==> config.mk <==
export PLATFORM = sky130hd
export DESIGN_NAME = fifo_ctrl
export DESIGN_NICKNAME = d
export VERILOG_FILES = /design/src/rtl/fifo_pkg.sv /design/src/rtl/fifo_ptr.sv /design/src/rtl/fifo_ctrl.sv
export SDC_FILE = /design/constraint.sdc
export NUM_CORES = 1
export LEC_CHECK = 0
export BUFFER_PORTS_ARGS = -buffer_cell sky130_fd_sc_hd__clkbuf_2
export CAP_MARGIN = 10
export CORE_MARGIN = 5
export CORE_UTILIZATION = 30
export CTS_CLUSTER_DIAMETER = 100
export DETAILED_ROUTE_END_ITERATION = 10
export PLACE_DENSITY = 0.51
export SKIP_LAST_GASP = 1
export SLEW_MARGIN = 20
export SYNTH_ARGS = -nofsm -noshare
export SYNTH_HDL_FRONTEND = slang
export SYNTH_SLANG_ARGS = --single-unit
==> constraint.sdc <==
create_clock -name clk -period 3.68 [get_ports clk]
set_input_delay 0.552 -clock clk [delete_from_list [all_inputs] [get_ports clk]]
set_output_delay 0.552 -clock clk [all_outputs]
set_load 0.01 [all_outputs]
==> src/rtl/fifo_pkg.sv <==
// rtl/fifo_pkg.sv - shared sizes and pointer/count types for the 16x4 FIFO
package fifo_pkg;

  localparam int FIFO_ADDR_WIDTH = 4;
  localparam int FIFO_DATA_WIDTH = 4;
  localparam int FIFO_DEPTH      = 2**FIFO_ADDR_WIDTH;

  // One extra MSB on pointers distinguishes a full lap from empty.
  typedef logic [FIFO_ADDR_WIDTH:0] fifo_ptr_t;
  typedef logic [FIFO_ADDR_WIDTH:0] fifo_cnt_t;

endpackage

==> src/rtl/fifo_ptr.sv <==
// rtl/fifo_ptr.sv - wrap-around FIFO pointer register with increment enable
module fifo_ptr
  import fifo_pkg::*;
#(
  parameter int W = FIFO_ADDR_WIDTH + 1
) (
  input  logic         clk,
  input  logic         rst,
  input  logic         inc,
  output logic [W-1:0] ptr
);

  logic [W-1:0] ptr_q;
  logic [W-1:0] ptr_d;

  // Advance by one when enabled; all-ones rolls to zero and flips the lap bit.
  always_comb begin
    ptr_d = ptr_q + {{(W-1){1'b0}}, inc};
  end

  // Pointer register, cleared asynchronously.
  always_ff @(posedge clk or posedge rst) begin
    if (rst) begin
      ptr_q <= '0;
    end else begin
      ptr_q <= ptr_d;
    end
  end

  assign ptr = ptr_q;

endmodule

==> src/rtl/fifo_ctrl.sv <==
// rtl/fifo_ctrl.sv - pointer, flag, count and error controller for the FIFO memory
module fifo_ctrl
  import fifo_pkg::*;
#(
  parameter int ADDR_WIDTH = FIFO_ADDR_WIDTH,
  parameter int AF_LEVEL   = 14,
  parameter int AE_LEVEL   = 2
) (
  input  logic                  clk,
  input  logic                  rst,
  input  logic                  push,
  input  logic                  pop,
  input  logic                  clr_err,
  output logic [ADDR_WIDTH-1:0] mem_waddr,
  output logic [ADDR_WIDTH-1:0] mem_raddr,
  output logic                  mem_wen,
  output logic                  mem_ren,
  output logic                  rd_valid,
  output logic                  full,
  output logic                  empty,
  output logic                  almost_full,
  output logic                  almost_empty,
  output logic [ADDR_WIDTH:0]   count,
  output logic                  overflow,
  output logic                  underflow
);

  localparam logic [ADDR_WIDTH:0] AF_CNT = AF_LEVEL[ADDR_WIDTH:0];
  localparam logic [ADDR_WIDTH:0] AE_CNT = AE_LEVEL[ADDR_WIDTH:0];

  logic [ADDR_WIDTH:0] wptr;
  logic [ADDR_WIDTH:0] rptr;
  logic [ADDR_WIDTH:0] count_q;
  logic [ADDR_WIDTH:0] count_d;
  logic                overflow_q;
  logic                overflow_d;
  logic                underflow_q;
  logic                underflow_d;
  logic                rd_valid_q;
  logic                rd_valid_d;
  logic                wr_acc;
  logic                rd_acc;

  fifo_ptr #(.W(ADDR_WIDTH + 1)) u_wptr (
    .clk (clk),
    .rst (rst),
    .inc (wr_acc),
    .ptr (wptr)
  );

  fifo_ptr #(.W(ADDR_WIDTH + 1)) u_rptr (
    .clk (clk),
    .rst (rst),
    .inc (rd_acc),
    .ptr (rptr)
  );

  // Flags decode from registered pointers/count only, never from this cycle's requests.
  always_comb begin
    full         = (wptr[ADDR_WIDTH] != rptr[ADDR_WIDTH]) &&
                   (wptr[ADDR_WIDTH-1:0] == rptr[ADDR_WIDTH-1:0]);
    empty        = (wptr == rptr);
    almost_full  = (count_q >= AF_CNT);
    almost_empty = (count_q <= AE_CNT);
  end

  // Accept gating; memory strobes are blocked outright while reset is held.
  always_comb begin
    wr_acc  = push & ~full;
    rd_acc  = pop & ~empty;
    mem_wen = wr_acc & ~rst;
    mem_ren = rd_acc & ~rst;
  end

  // Next-state for occupancy, sticky errors (set beats clear) and read-valid delay.
  always_comb begin
    count_d     = count_q + {{ADDR_WIDTH{1'b0}}, wr_acc} - {{ADDR_WIDTH{1'b0}}, rd_acc};
    overflow_d  = (overflow_q & ~clr_err) | (push & full);
    underflow_d = (underflow_q & ~clr_err) | (pop & empty);
    rd_valid_d  = rd_acc;
  end

  // Controller state registers, cleared asynchronously.
  always_ff @(posedge clk or posedge rst) begin
    if (rst) begin
      count_q     <= '0;
      overflow_q  <= 1'b0;
      underflow_q <= 1'b0;
      rd_valid_q  <= 1'b0;
    end else begin
      count_q     <= count_d;
      overflow_q  <= overflow_d;
      underflow_q <= underflow_d;
      rd_valid_q  <= rd_valid_d;
    end
  end

  assign mem_waddr = wptr[ADDR_WIDTH-1:0];
  assign mem_raddr = rptr[ADDR_WIDTH-1:0];
  assign count     = count_q;
  assign overflow  = overflow_q;
  assign underflow = underflow_q;
  assign rd_valid  = rd_valid_q;

endmodule

==> results of run 1 <==
## kinds of logic after synthesis
| kind of cell | count (synthesis) |
|---|---|
| adders and majority gates | 13 |
| xor gates and xnor gates | 15 |
| DFF | 18 |
| and+or+nand+nor | 19 |
| AOI/OAI and AO/OA | 11 |
| buffers and inverters | 18 |
## final cells by class
cell class                 instances  area, sq um  area share
timing repair buffer              26          130       0.108
sequential                        18          450       0.374
tap                               46         57.6      0.0478
clock buffer                       4         36.3      0.0301
inverter                          10         37.5      0.0312
multi-input combinational         58          493       0.409
## routing by layer
layer / global-route usage / routed length (um) / vias to the layer above
met2: 0.177 / 991 / 14
met1: 0.0992 / 838 / 343
met3: 0.0308 / 96 / 2
li1: - / - / 350
met4: 0.0365 / 21 / 0
met5: 0 / 0 / -
## path summary, 6_finish.rpt
check	start	end	slack (ns)	cells past startpoint
max reg2reg	u_wptr.ptr[2]	count[4]	1.18	9
max	u_wptr.ptr[2]	count[4]	1.18	9
min reg2reg	overflow	overflow	0.52	1
min in group clk	overflow	overflow	0.52	1
max in group asynchronous	rst	u_rptr.ptr[0]	2.89	2
min	rst	overflow	0.35	2
## cell usage in the layout (no fill, tap or decap), types with 2 or more instances in the layout
cell type                  count
sky130_fd_sc_hd__clkbuf_4      3
sky130_fd_sc_hd__inv_1        10
sky130_fd_sc_hd__xor2_1        4
sky130_fd_sc_hd__nand4_1       2
sky130_fd_sc_hd__a22o_1        2
sky130_fd_sc_hd__clkbuf_2     26
sky130_fd_sc_hd__nor2_1        4
sky130_fd_sc_hd__ha_1         12
sky130_fd_sc_hd__a21oi_1       4
sky130_fd_sc_hd__dfrtp_1      18
sky130_fd_sc_hd__xnor2_1      10
sky130_fd_sc_hd__nand3_1       4
sky130_fd_sc_hd__nand2_1       4
## through the flow
stage	utilization	hold slack [ns]
2_1_floorplan	-	0.491
3_3_place_gp	0.350	0.493
3_5_place_dp	0.350	0.503
4_1_cts	0.361	0.367
5_1_grt	0.361	0.406
6_report	0.361	0.346
## sequential cells by signal, summed over array words and instances, names as in the netlist
| register | flops |
|---|---|
| overflow | 1 |
| count | 5 |
| u_rptr.ptr | 5 |
| rd_valid | 1 |
| underflow | 1 |
| u_wptr.ptr | 5 |
## power by group
| group | switching, uW | internal, uW |
|---|---|---|
| sequential | 117 | 301 |
| combinational | 319 | 297 |
| clock | 62.7 | 60.3 |
==> results by stage, run 1 <==
Run status:
- The flow ran to the end, and the final reports show no timing, DRC or antenna violations.

Placed design:
- The number of placed cells counting well taps is 158.
- In this run the cell area measured after placement is 1170 sq um.
- The number of input and output port buffers inserted is 26.
- Once detailed placement completed, the half-perimeter wirelength came to ~1.6 mm.
- Routability-driven placement finished with a final weighted congestion of roughly 0.81.
- The minimum setup slack after placement is approximately 1.2 ns.

Critical path:
- The delay of the slowest cell on the worst path is 0.46 ns.
- For the worst setup path, the data required time is 3.91 ns.
- For this design, the slowest cell found on the critical path is sky130_fd_sc_hd__dfrtp_1.
- The signal on the critical path passes through xnor2_1 > and4_4 > nand2_1 > o221a_1 > ha_1 > fa_1 > a21o_1 > a21oi_1 > xor2_1.
- Data arrives at the worst endpoint at 2.72 ns.
- Broken down by cell family, the worst path's largest delay share belongs to adder cells.
- The type of the setup path with the least slack is reg2reg.
- The sort of element at the start of the critical path is a flop.
- The type of element capturing the critical path is a flop.
- Of all nets on the critical path, the largest fanout is 5.
- The number of buffer and inverter instances along the worst setup path is 0.

Timing:
- The clock period minus final worst setup slack is 2.50 ns.
- The measured slew at the worst slew-check pin is 0.688 ns.
- The achievable clock frequency is roughly 400 MHz.
- The count of final setup violators is 0.
- The accumulated negative setup slack is 0 ns.
- The clock arrives with 0.00594 ns of skew.
- Headroom to the max-slew limit came out at 0.541.
- The max-slew violation count was 0.
- In the post-route analysis, the smallest setup slack over all paths is 1.18 ns.
- The share of the cycle needed by the critical path after routing is 0.678.
- The number of hold-slack violations in the final timing report is 0.
- Setup repair after global routing left no endpoint under its margin.

Clock network:
- The maximum level of the CTS H-tree is 1.
- The number of setup buffers added after CTS is 0.
- The clock-pin slew on the worst setup and hold paths is approximately 0.11 ns.
- The TritonCTS buffer count is 3.
- For this design, the CTS-stage hold fixing added 0 buffers.
- The cell at the root of the clock tree is sky130_fd_sc_hd__clkbuf_4.
- The worst-skew pair later-pin latency is 0.30 ns.
- For this design, the sink count on the clock tree is 18.
- The deepest clock path buffer count is 2.
- The total of cells resized after clock tree synthesis is 0.
- TritonCTS built the clock tree.

Die:
- In this run the standard cell core region covers between 3000 and 4000 sq um.
- 27 I/O pins were placed.
- Row generation in the floorplan step produced 21 rows.
- In this run the vertical extent of the chip is 68.9 um.
- In this run the horizontal extent of the chip is 68.9 um.
- The starting utilization of the core area is 0.312.
- The die footprint is 4750 sq um.

Finish:
- In the final design database the tool counted 135 nets.
- The number of antenna diodes in the final layout is 0.
- The finished cells cover 1200 sq um.
- The count of non-filler cells in the finished layout is roughly 160.
- The share of layout cells above drive strength 1 is 0.284.
- Compared with the post-synthesis result, the final layout area differs by 15.7%.
- The total of fill cells in the finished design is 353.

Yosys:
- Of the post-synthesis cell area, the part taken by muxes is 0.
- When the netlist entered floorplanning its net count stood at 112.
- The most used flip-flop cell after synthesis is sky130_fd_sc_hd__dfrtp_1.
- In this run, synthesis produced a sequential element count of 18.
- The dominant cell type by area after synthesis is sky130_fd_sc_hd__dfrtp_1.
- In this run, synthesis inferred 0 flip-flops with an integrated enable.
- Of the post-synthesis cell area, the dominant cell type holds 0.433.
- Of the total synthesized cell area, the portion taken by full adders, half adders and majority gates is 0.163.
- Of the total synthesized cell area, the portion taken by XOR and XNOR cells is 0.133.
- The simple-gate area share of the yosys netlist is 0.0950.
- For this run, the register share of the synthesized area comes to 0.433.
- The library cell with the highest instance count after synthesis is sky130_fd_sc_hd__dfrtp_1.
- The share of the synthesized area in compound gates (AO/OA/AOI/OAI) is 0.0817.
- For this run, asynchronously set or reset flops after synthesis account for 1.00.
- Yosys printed 0 warnings.
- The post-synthesis area per instance is roughly 11 sq um.
- The number of different library cells used by synthesis comes to 24.
- The synthesized instance count is 94.
- Sorting the synthesized cells by area gives the leading types as sky130_fd_sc_hd__dfrtp_1 43%, sky130_fd_sc_hd__ha_1 14%, sky130_fd_sc_hd__xnor2_1 8.4%.
- The combinational family with the most area after synthesis is adder cells.
- By count the netlist is led by 18 x sky130_fd_sc_hd__dfrtp_1, 12 x sky130_fd_sc_hd__ha_1, 10 x sky130_fd_sc_hd__inv_1, 10 x sky130_fd_sc_hd__xnor2_1, 8 x sky130_fd_sc_hd__buf_4.
- After synthesis the cells add up to 1040 sq um.

Global route:
- The total overflow reported by the global router is 0.
- Entering global routing, the biggest net connects 19 pins.
- Across every metal layer, demand over resource in global routing totals 0.0957.
- The initial antenna violation count is 0.
- The number of global-route vias before repair is between 700 and 800.
- The first-pass GRT wire length is 3.37 mm.

Route:
- The final routed wirelength across all metal layers is 1.95 mm.
- For this run, the detailed router's first-pass iteration total came to 3.
- Dividing the detail-routed via count by the number of cells gives around 4.4.
- After detailed routing, the average wire length per cell comes to 12.0 um.
- The detailed router finished its first iteration with 5 violations.
- The routed layout has 709 vias.
- For this run, design rule violations remaining after detail routing come to 0.
- The number of antenna-violating nets in the routed design is 0.

Hold path:
- The path type of the worst min-delay path is in2async.

Power and ir drop:
- For this design the static power due to leakage is 0.000624 uW.
- Total power for the finished layout comes to 1160 uW.
- The largest voltage drop on the vdd net is approximately 500 uV.
- The areal power density over the cells is 960 nW/um^2.

Flow run:
- The tool flagged a number of max-cap violations equal to 0.
No activity file was read; power rests on OpenSTA's default activity.
==> inputs of run 2 (changes only) <==
- clock period: 3.68 -> 2.3 ns (I/O delays scaled with it)
==> run 2 against run 1 <==
Sequential share of layout area decreased by 3.8 points. Wire length up 3.2%. Die area unchanged. Via count is 5.4% higher. Final cell count up 8.0%. Core utilization increased by 4.1 points. Critical path type unchanged. Non-clock buffer count is 13 higher. Worst setup slack got worse by 1.2 ns. Critical path depth unchanged. Final area rose by 11%.
==> results by stage, run 2 (synthesis gave the netlist of run 1 again) <==
Route:
- For this run, the detailed router's first-pass iteration total came to 4.
- Once detail routing completed, the nets flagged for antenna violations numbered 0.
- Dividing the detail-routed via count by the number of cells gives roughly 4.3.
- After detailed routing, the average wire length per cell comes to 11.5 um.
- For this run, design rule violations remaining after detail routing come to 0.
- The detailed router finished its first iteration with 7 violations.
- Wires add up to about 2.0 mm.
- The via count of the routed design is 747.

Global route:
- The initial antenna violation count is 0.
- The largest net degree at the start of global routing is 19.
- The first-pass GRT wire length is 3.29 mm.
- For this run, the total global-route usage over all layers was measured as 0.0924.
- The total overflow reported by the global router is 0.
- The number of global-route vias before repair was 775.

Clock network:
- The cell at the root of the clock tree is sky130_fd_sc_hd__clkbuf_4.
- The clock-pin slew on the worst setup and hold paths is ~0.1 ns.
- In this run, post-CTS hold repair placed 0 buffers.
- The clock reaches the later pin of the worst-skew pair after 0.29 ns.
- The maximum level of the CTS H-tree is 1.
- The TritonCTS buffer count is 3.
- The number of clock sinks seen by CTS is 18.
- No sink is reached through more buffers than the 2 on the longest clock path.
- TritonCTS built the clock tree.

Timing:
- The max-slew violation count is 0.
- Dividing the final minimum period by the clock period gives 0.998.
- The maximum clock skew at final layout is approximately 0.0047 ns.
- Setup repair after global routing could not meet its margin everywhere.
- Setup violations remaining at the end of the flow were counted as 0.
- The accumulated negative setup slack is 0 ns.
- The clock period minus final worst setup slack is between 2 and 2.5 ns.
- The number of hold-slack violations in the final timing report is 0.
- The post-route worst hold slack is between 0.1 and 0.15 ns.
- Derived from the worst setup path, the maximum achievable clock frequency is 436 MHz.
- In this run the tightest slew margin relative to its limit is 0.550.
- The measured slew at the worst slew-check pin is ~0.67 ns.

Finish:
- The library cells used most frequently in the layout, excluding fill and tap cells, are 26 x sky130_fd_sc_hd__clkbuf_2, 18 x sky130_fd_sc_hd__dfrtp_1, 13 x sky130_fd_sc_hd__buf_4.
- The layout overhead on the synthesized area is 28.8%.
- The most common cell after layout, fill and taps aside is sky130_fd_sc_hd__clkbuf_2.
- The repair_antennas step left the layout with diodes totalling 0.
- For this run, the post-layout net count is between 100 and 150.
- Leaving out filler cells and counting taps, the final layout contains 175.
- After filler insertion, the fill cell instance count of the layout stands at 340.
- Of the cells placed in the final design, the portion with a size suffix greater than 1 is 0.411.

Critical path:
- The required time of the worst setup path is 2.52 ns.
- STA puts the critical path data arrival time at about 2.5 ns.
- STA classifies the critical path startpoint as a flop.
- Along the worst path, the maximum fanout reaches 3.
- The type of element capturing the critical path is a flop.
- Tracing the worst setup path back leads to its startpoint at u_rptr.ptr[0].
- The startpoint identified for the worst register-to-register timing path is u_rptr.ptr[0].
- By startpoint and endpoint, the worst setup path is classified as reg2reg.

Die:
- The die covers 4750 sq um.
- The region available for standard cell placement spans 3340 sq um.
- The starting utilization of the core area is 0.312.
- The width of the die is 68.9 um.
- 27 I/O pins were placed.
- The die is 68.9 um tall.
- After floorplanning, the core was divided into 21 placement rows.

Placed design:
- The number of input and output port buffers inserted is 26.
- After detailed placement, the design holds a cell count of around 170.
- Detailed placement ended at an HPWL of approximately 1.6 mm.
- Routability-driven placement finished with a final weighted congestion of ~0.8.

Run status:
- The run finished with clean final reports.

Hold path:
- The path type of the worst min-delay path is in2async.

Power and ir drop:
- The worst-case IR drop observed on VDD is between 600 and 700 uV.
- Dividing total power by cell area gives a power density of 1570 nW/um^2.
- The static power due to leakage is 0.000707 uW.
- The post-layout total power is 2100 uW.

Flow run:
- The count of maximum capacitance violations is 0.
run 2: changes by cell type in the layout (fill, tap and decap cells not counted):
cell                      change
sky130_fd_sc_hd__fa_1         -1
sky130_fd_sc_hd__fa_2         +1
sky130_fd_sc_hd__buf_4       +13
sky130_fd_sc_hd__ha_2         +1
sky130_fd_sc_hd__a21oi_1      -1
sky130_fd_sc_hd__xnor2_2      +4
sky130_fd_sc_hd__xnor2_1      -4
sky130_fd_sc_hd__a21oi_2      +1
sky130_fd_sc_hd__ha_1         -1
run 2: layout make-up:
type	count	area, sq um	share of cell area
tap	46	57.6	0.0429
clock buffer	4	36.3	0.0271
sequential	18	450	0.336
multi-input combinational	58	532	0.396
timing repair buffer	39	228	0.170
inverter	10	37.5	0.0280
run 2: per-stage QoR:
stage / util / area [sq um] / setup WS, ns
6_report: 0.402 / 1340 / 0.00567
5_1_grt: 0.402 / 1340 / -0.165
4_1_cts: 0.395 / 1320 / 0.0156
3_5_place_dp: 0.373 / 1250 / -0.0540
3_3_place_gp: 0.373 / 1250 / -0.00818
2_1_floorplan: - / 1040 / 0.0368
run 2: worst max-delay path, stage by stage, from the launching register on:
cell                      delay (ns)
sky130_fd_sc_hd__dfrtp_1        0.42
sky130_fd_sc_hd__xnor2_2        0.21
sky130_fd_sc_hd__and4_4         0.28
sky130_fd_sc_hd__nand2_1        0.08
sky130_fd_sc_hd__o221a_1        0.24
sky130_fd_sc_hd__ha_2           0.19
sky130_fd_sc_hd__fa_2           0.36
sky130_fd_sc_hd__a21o_1         0.17
sky130_fd_sc_hd__a21oi_2        0.12
sky130_fd_sc_hd__xor2_1         0.15
run 2: final timing paths:
path / depth (start not counted) / slack, ns / to
max: 9 / 0.006 / count[4]
min: 2 / 0.14 / u_wptr.ptr[1]
max reg2reg: 9 / 0.006 / count[4]
min reg2reg: 1 / 0.52 / underflow
max in group asynchronous: 2 / 1.72 / count[4]
min in group clk: 2 / 0.32 / underflow
run 2: where the power goes:
part | internal, uW | leakage [uW] | switching, uW
combinational | 658 | 0.000470 | 611
clock | 96.5 | 0.0000210 | 96.8
sequential | 482 | 0.000216 | 157
run 2: what timing repair did:
item	4_1_cts	5_1_grt
buffers inserted	2	1
endpoints found under the hold margin	0	0
endpoints found under the setup margin	1	1
resized for setup	4	2
cloned	0	0
pin swaps	6	3
run 2: layer usage:
| metal | vias up | GRT usage | part of all wire |
|---|---|---|---|
| li1 | 374 | - | - |
| met1 | 356 | 0.104 | 0.40 |
| met2 | 15 | 0.167 | 0.54 |
| met3 | 2 | 0.0308 | 0.055 |
| met4 | 0 | 0.0219 | 0.0050 |
| met5 | - | 0 | 0 |
